$ cat src/rtl/pc_fetch_pkg.sv
// pc_fetch_pkg
//   Shared types and constants for the PC / instruction-fetch sequencer.
//   fetch_state_e : sequencer states (IDLE, FETCH, VALID, FAULT)
//   fault_cause_e : encoding reported on fault_cause
//   NOP_INSTR     : instruction presented before the first fetch completes
package pc_fetch_pkg;

  typedef enum logic [1:0] {
    IDLE  = 2'b00,
    FETCH = 2'b01,
    VALID = 2'b10,
    FAULT = 2'b11
  } fetch_state_e;

  typedef enum logic [1:0] {
    NONE     = 2'b00,
    MISALIGN = 2'b01,
    TIMEOUT  = 2'b10
  } fault_cause_e;

  // RISC-V canonical NOP (addi x0, x0, 0)
  localparam logic [31:0] NOP_INSTR = 32'h0000_0013;

endpackage

$ cat src/rtl/fetch_timeout_ctr.sv
// fetch_timeout_ctr
//   Counts consecutive FETCH cycles that did not receive instruction data.
//   Parameters:
//     LIMIT     : number of data-less FETCH cycles tolerated
//   Ports:
//     clk       : rising-edge clock
//     rst_n     : asynchronous active-low reset
//     clear_i   : force the count back to zero (held while not fetching)
//     enable_i  : advance the count by one this cycle
//     expired_o : the current cycle is the LIMIT-th data-less cycle
module fetch_timeout_ctr #(
  parameter int unsigned LIMIT = 16
) (
  input  logic clk,
  input  logic rst_n,
  input  logic clear_i,
  input  logic enable_i,
  output logic expired_o
);

  localparam int unsigned W = $clog2(LIMIT + 1);
  localparam logic [W-1:0] LAST = W'(LIMIT - 1);

  logic [W-1:0] count_q;
  logic [W-1:0] count_d;

  // The count holds how many earlier FETCH cycles went by without data, so
  // the final tolerated cycle is the one where the count already equals
  // LIMIT-1. Clearing wins over enabling so every FETCH entry starts at zero.
  always_comb begin
    count_d = count_q;
    if (clear_i) begin
      count_d = '0;
    end else if (enable_i) begin
      count_d = count_q + W'(1);
    end
  end

  // Plain count register; reset puts it back to zero along with the sequencer.
  always_ff @(posedge clk or negedge rst_n) begin
    if (!rst_n) begin
      count_q <= '0;
    end else begin
      count_q <= count_d;
    end
  end

  assign expired_o = (count_q == LAST);

endmodule

$ cat src/rtl/pc_fetch_unit.sv
// pc_fetch_unit
//   Holds the architectural PC and runs a single-outstanding request/valid
//   fetch handshake to instruction memory. Traps misaligned next-PC values
//   and, when PC_FETCH_TIMEOUT_EN is defined, fetches that never return.
//   Parameters:
//     RESET_PC      : PC after reset (word aligned)
//     FETCH_TIMEOUT : FETCH cycles allowed before a timeout fault
//                     (only used with PC_FETCH_TIMEOUT_EN)
//   Ports:
//     clk, rst_n                 : clock, asynchronous active-low reset
//     next_pc, stall             : next PC from PC select, core hold request
//     imem_req, imem_addr        : fetch request and address (= pc_out)
//     imem_rvalid, imem_rdata    : returned instruction
//     instr_out, instr_valid     : held instruction and its validity
//     pc_out, pc_plus4_out       : current PC and PC+4 (wrapping)
//     fetch_fault, fault_cause   : sticky fault flag and its cause
//   Configuration macro: PC_FETCH_TIMEOUT_EN
module pc_fetch_unit
  import pc_fetch_pkg::*;
#(
  parameter logic [31:0] RESET_PC      = 32'h0000_0000,
  parameter int unsigned FETCH_TIMEOUT = 16
) (
  input  logic        clk,
  input  logic        rst_n,
  input  logic [31:0] next_pc,
  input  logic        stall,
  output logic        imem_req,
  output logic [31:0] imem_addr,
  input  logic        imem_rvalid,
  input  logic [31:0] imem_rdata,
  output logic [31:0] instr_out,
  output logic        instr_valid,
  output logic [31:0] pc_out,
  output logic [31:0] pc_plus4_out,
  output logic        fetch_fault,
  output logic [1:0]  fault_cause
);

  if (RESET_PC[1:0] != 2'b00) begin : gBadResetPc
    $error("pc_fetch_unit: RESET_PC must be word aligned");
  end

  if (FETCH_TIMEOUT < 1) begin : gBadTimeout
    $error("pc_fetch_unit: FETCH_TIMEOUT must be at least 1");
  end

  fetch_state_e state_q;
  fetch_state_e state_d;
  logic [31:0]  pc_q;
  logic [31:0]  pc_d;
  logic [31:0]  instr_q;
  logic [31:0]  instr_d;
  fault_cause_e cause_q;
  fault_cause_e cause_d;
  logic         timeoutHit;

`ifdef PC_FETCH_TIMEOUT_EN
  logic ctrExpired;

  // The counter sits at zero whenever we are not fetching, which gives the
  // "clear on FETCH entry" behaviour without needing an entry pulse.
  fetch_timeout_ctr #(
    .LIMIT (FETCH_TIMEOUT)
  ) uTimeoutCtr (
    .clk       (clk),
    .rst_n     (rst_n),
    .clear_i   (state_q != FETCH),
    .enable_i  ((state_q == FETCH) && !imem_rvalid),
    .expired_o (ctrExpired)
  );

  assign timeoutHit = ctrExpired;
`else
  assign timeoutHit = 1'b0;
`endif

  // State register. Reset is asynchronous so an in-flight request drops the
  // moment rst_n falls, and anything memory returns afterwards is ignored
  // because only FETCH ever looks at imem_rvalid.
  always_ff @(posedge clk or negedge rst_n) begin
    if (!rst_n) begin
      state_q <= IDLE;
    end else begin
      state_q <= state_d;
    end
  end

  // Next-state logic. Returned data beats a timeout in the same cycle, and a
  // misaligned next_pc sends us to FAULT instead of issuing a bad fetch.
  // FAULT only leaves through reset.
  always_comb begin
    state_d = state_q;
    case (state_q)
      IDLE:  state_d = FETCH;
      FETCH: begin
        if (imem_rvalid) begin
          state_d = VALID;
        end else if (timeoutHit) begin
          state_d = FAULT;
        end
      end
      VALID: begin
        if (!stall) begin
          state_d = (next_pc[1:0] == 2'b00) ? FETCH : FAULT;
        end
      end
      FAULT: state_d = FAULT;
      default: state_d = IDLE;
    endcase
  end

  // Output decode. Every control output is a pure function of the state so
  // nothing from the inputs leaks combinationally to the outputs.
  always_comb begin
    imem_req    = 1'b0;
    instr_valid = 1'b0;
    fetch_fault = 1'b0;
    case (state_q)
      FETCH:   imem_req    = 1'b1;
      VALID:   instr_valid = 1'b1;
      FAULT:   fetch_fault = 1'b1;
      default: ;
    endcase
  end

  // Datapath next values. The PC loads next_pc on the same edge that leaves
  // VALID, so the first FETCH cycle already drives the new address. A
  // misaligned target is still loaded so it can be inspected while faulted.
  always_comb begin
    pc_d    = pc_q;
    instr_d = instr_q;
    cause_d = cause_q;
    case (state_q)
      FETCH: begin
        if (imem_rvalid) begin
          instr_d = imem_rdata;
        end else if (timeoutHit) begin
          cause_d = TIMEOUT;
        end
      end
      VALID: begin
        if (!stall) begin
          pc_d = next_pc;
          if (next_pc[1:0] != 2'b00) begin
            cause_d = MISALIGN;
          end
        end
      end
      default: ;
    endcase
  end

  // Datapath registers: PC, held instruction and fault cause.
  always_ff @(posedge clk or negedge rst_n) begin
    if (!rst_n) begin
      pc_q    <= RESET_PC;
      instr_q <= NOP_INSTR;
      cause_q <= NONE;
    end else begin
      pc_q    <= pc_d;
      instr_q <= instr_d;
      cause_q <= cause_d;
    end
  end

  assign imem_addr    = pc_q;
  assign pc_out       = pc_q;
  assign pc_plus4_out = pc_q + 32'd4;
  assign instr_out    = instr_q;
  assign fault_cause  = cause_q;

endmodule
$ cat config.mk
export PLATFORM = sky130hd
export DESIGN_NAME = pc_fetch_unit
export DESIGN_NICKNAME = d
export VERILOG_FILES = /design/src/rtl/pc_fetch_pkg.sv /design/src/rtl/fetch_timeout_ctr.sv /design/src/rtl/pc_fetch_unit.sv
export SDC_FILE = /design/constraint.sdc
export NUM_CORES = 1
export LEC_CHECK = 0
export ABC_AREA = 1
export CAP_MARGIN = 20
export CORE_MARGIN = 3
export CORE_UTILIZATION = 42
export CTS_CLUSTER_SIZE = 16
export DETAILED_ROUTE_END_ITERATION = 8
export GPL_ROUTABILITY_DRIVEN = 0
export PLACE_DENSITY = 0.92
export SLEW_MARGIN = 5
export SYNTH_ARGS = -nofsm -noshare
export SYNTH_HDL_FRONTEND = slang
export SYNTH_SLANG_ARGS = --single-unit
$ cat constraint.sdc
create_clock -name clk -period 4 [get_ports clk]
set_clock_uncertainty 0.05 [all_clocks]
set_input_delay 0.6 -clock clk [delete_from_list [all_inputs] [get_ports clk]]
set_output_delay 0.6 -clock clk [all_outputs]
set_load 0.005 [all_outputs]
==> metrics.md <==
| Metric | Value |
|---|---|
| Worst endpoint required time | `~3.4 ns` |
| Initial antenna violation count | `0` |
| Slowest-stage cell, CP | `clkdlybuf4s50_1` |
| Levels on crit path | `7` |
| Vias post-DR | `roughly 3800` |
| DR iter-0 viols | `190` |
| First-pass GRT wire length | `between 15000 and 20000 um` |
| Routed WL | `~12000 um` |
| Adder and majority gate portion of the synthesized area | `0.00340` |
| Cell-internal power | `a little under 2000 uW` |
| Synth Area per Inst | `7.48 sq um` |
| Yosys top cell area share | `0.435` |
| Clock tree buffer depth | `2` |
| Post-synthesis simple-gate area fraction | `0.369` |
| Final period util | `0.735` |
| CP arrival | `about 2.3 ns` |
| Max-slew violations | `0` |
| Buf/Inv on CP | `1` |
| H-tree Lvls | `3` |
| Post-synth EDFFs | `0` |
| Largest family of logic cells by synthesized area | `simple AND/OR/NAND/NOR gates` |
| Most common cell in the netlist | `nand2_1` |
| Syn nets | `561` |
| Leak | `approximately 0.0026 uW` |
| Die area | `about 10000 sq um` |
| Compound-Gate Fraction of Synth Area | `0.0184` |
| RR Endpoint | `instr_out[13]` |
| Worst Path Max Fanout | `5` |
| Reg2reg setup slack | `about 1.9 ns` |
| Final hold vios | `0` |
| Critical path type | `register to output pin` |
| Number of global-route vias before repair | `between 3000 and 4000` |
| Relative slew slack | `0.295` |
| Setup bufs post-CTS | `0` |
| Worst Tran Pin Value | `about 1.1 ns` |
| Warnings from Yosys | `0` |
| Post-route antenna net violation count | `0` |
| Worst Reg-to-Reg Cells | `5` |
| Tmin final | `a little under 3 ns` |
| # fillers | `about 650` |
| Launch point of the worst path | `imem_addr[3]` |
| Die W | `around 100 um` |
| Hold crit path type | `input pin to asynchronous set/reset pin` |
| CTS sink cnt | `67` |
| Core Area | `between 8000 and 9000 sq um` |
| Top post-synthesis cells by area | `dfrtp_1 (44%), nand2_1 (23%), buf_4 (7.1%)` |
| CP max stage delay | `0.52 ns` |
| TritonCTS clock tree | `built` |
| Vias per cell | `around 5.0` |
| MaxCap Viol Count | `0` |
| M1 WL | `roughly 4500 um` |
| Synth-to-Final Area Change | `56.3%` |
| Placed Area | `between 5000 and 6000 sq um` |
| Setup crit end kind | `output pin` |
| Hold buffer count at cts | `0` |
| Setup TNS | `0 ns` |
| Post-Syn Instances | `roughly 490` |
| Layout Nets | `just over 700` |
| XOR/XNOR Fraction of Synth Area | `0.0357` |
| Combinational power share | `0.390` |
| Resized Gates After CTS | `0` |
| Register bit total from synthesis | `between 60 and 70` |
| Routed wire per std cell | `~15 um` |
| Row count | `33` |
| Clock power share | `0.236` |
| Ant. Diodes | `0` |
| Final setup fails | `0` |
| GRT Total Usage | `0.235` |
| CTS clk-pin slew, worst paths | `0.08 ns` |
| Fmax | `340 MHz` |
| Overflow after GRT | `0` |
| Total iterations of the first detailed-routing run | `5` |
| Top Metal Used | `met4` |
| Synth area leader | `dfrtp_1` |
| Clk root buf | `clkbuf_8` |
| Switching Power | `between 800 and 900 uW` |
| Share of synthesized registers carrying an async set or reset | `1.00` |
| Outcome | `finished clean` |
| Post-synth cell types | `22` |
| Seq pwr share | `0.375` |
| Mux share of post-synthesis cell area | `0` |
| Sequential area share after synthesis | `0.457` |
| Largest net degree at the start of global routing | `a little under 50` |
| Cts bufs inserted | `9` |
| Critical path cell sequence | `ha_1 -> nand2_1 -> nor2_2 -> nand2_1 -> nor2_2 -> xor2_1 -> clkdlybuf4s50_1` |
| Vert. Die Dim | `around 100 um` |
| Finished layout cell area | `between 5000 and 6000 sq um` |
| Io pins | `roughly 200` |
| Top Family by Delay on Critical Path | `simple AND/OR/NAND/NOR gates` |
| Dominant synthesized flop cell | `dfrtp_1` |
| PwrDens | `between 400 and 500 nW/um^2` |
| VDD IR max | `around 0.29 mV` |
| Initial Utilization | `0.441` |
| Worst reg2reg startpoint | `state_q[1]` |
| Clk_lat worst skew | `approximately 0.32 ns` |
| RSZ-0062 raised after global routing | `false` |
| Metal3 WL | `between 1000 and 1500 um` |
| I/O Buffers | `199` |
| Syn Std Cell Area | `about 3700 sq um` |
| Commonest cells post-synth | `nand2_1 (226), dfrtp_1 (64), nand3_1 (41)` |
| CP Launch Type | `register` |
| Switching part of the total | `0.308` |
| Routed wl met2 | `~5800 um` |
| DRC Markers | `0` |
| Share of layout cells above drive strength 1 | `0.0651` |
| DPL Wire Length | `~9000 um` |
cells by family after synthesis:
kind of cell               after synthesis
adders and majority gates                1
AOI/OAI and AO/OA                       13
buffers and inverters                   74
xor gates and xnor gates                15
DFF                                     67
other                                    1
and+or+nand+nor                        321
worst max-delay path by stage:
stage / endpoint
after floorplan: pc_plus4_out[18]
final: pc_plus4_out[16]
after global placement: pc_plus4_out[16]
after CTS: pc_plus4_out[16]
after detailed placement: pc_plus4_out[16]
after global routing: pc_plus4_out[28]
power by group through the flow:
stage                     clock, uW  combinational (uW)  sequential (uW)
after floorplan                   0                 393             1010
after global placement            0                1070             1050
after global routing            711                1180             1070
after detailed placement          0                1100             1060
after CTS                       672                1100             1050
final                           661                1090             1050
cell type report:
cell class / instances / area, sq um / area share
Clock buffer: 11 / 151 / 0.0263
Clock inverter: 5 / 83.8 / 0.0146
Inverter: 23 / 86.3 / 0.0150
Multi-Input combinational cell: 351 / 1580 / 0.275
Sequential cell: 67 / 1680 / 0.292
Tap cell: 105 / 131 / 0.0229
Timing Repair Buffer: 204 / 2040 / 0.354
state kept, by name (all words and copies together), names as in the netlist:
name,flops
state_q,2
fault_cause,1
instr_out,32
imem_addr,32
worst reg2reg max path: cells and delay by family, from the launching register on:
kind | cells | cell delay, ns
buffers and inverters | 1 | 0.33
flip-flops | 1 | 0.42
AND/OR/NAND/NOR | 4 | 1.24
layout by cell type, fill, tap and decap left out, types with 2 or more instances in the layout:
cell type,instances
nor2_2,5
buf_4,4
nor2_4,7
o21ai_0,12
bufinv_16,2
nand2_1,226
nand3b_1,6
xnor2_1,5
dfstp_2,3
nor2_1,30
nand2_2,4
dfrtp_1,64
inv_1,22
nand3_1,41
clkbuf_8,11
clkdlybuf4s50_1,198
clkinvlp_4,2
xor2_1,10
stage by stage:
| step | instances | util | setup slack [ns] | total power [uW] | hold slack, ns |
|---|---|---|---|---|---|
| 3_3_place_gp | 749 | 0.659 | 1.57 | 2120 | 0.401 |
| 6_report | 766 | 0.689 | 1.06 | 2810 | 0.0770 |
| 3_5_place_dp | 749 | 0.659 | 1.44 | 2150 | 0.408 |
| 2_1_floorplan | 492 | - | 2.13 | 1410 | 0.254 |
| 5_1_grt | 766 | 0.689 | 0.953 | 2960 | 0.0559 |
| 4_1_cts | 765 | 0.687 | 1.06 | 2820 | 0.419 |
layer usage:
| metal | vias to the layer above | track usage |
|---|---|---|
| met3 | 30 | 0.0736 |
| met1 | 1764 | 0.272 |
| li1 | 1799 | - |
| met2 | 230 | 0.407 |
| met5 | - | 0 |
| met4 | 0 | 0.0935 |
(Power assumes the default switching activity.)
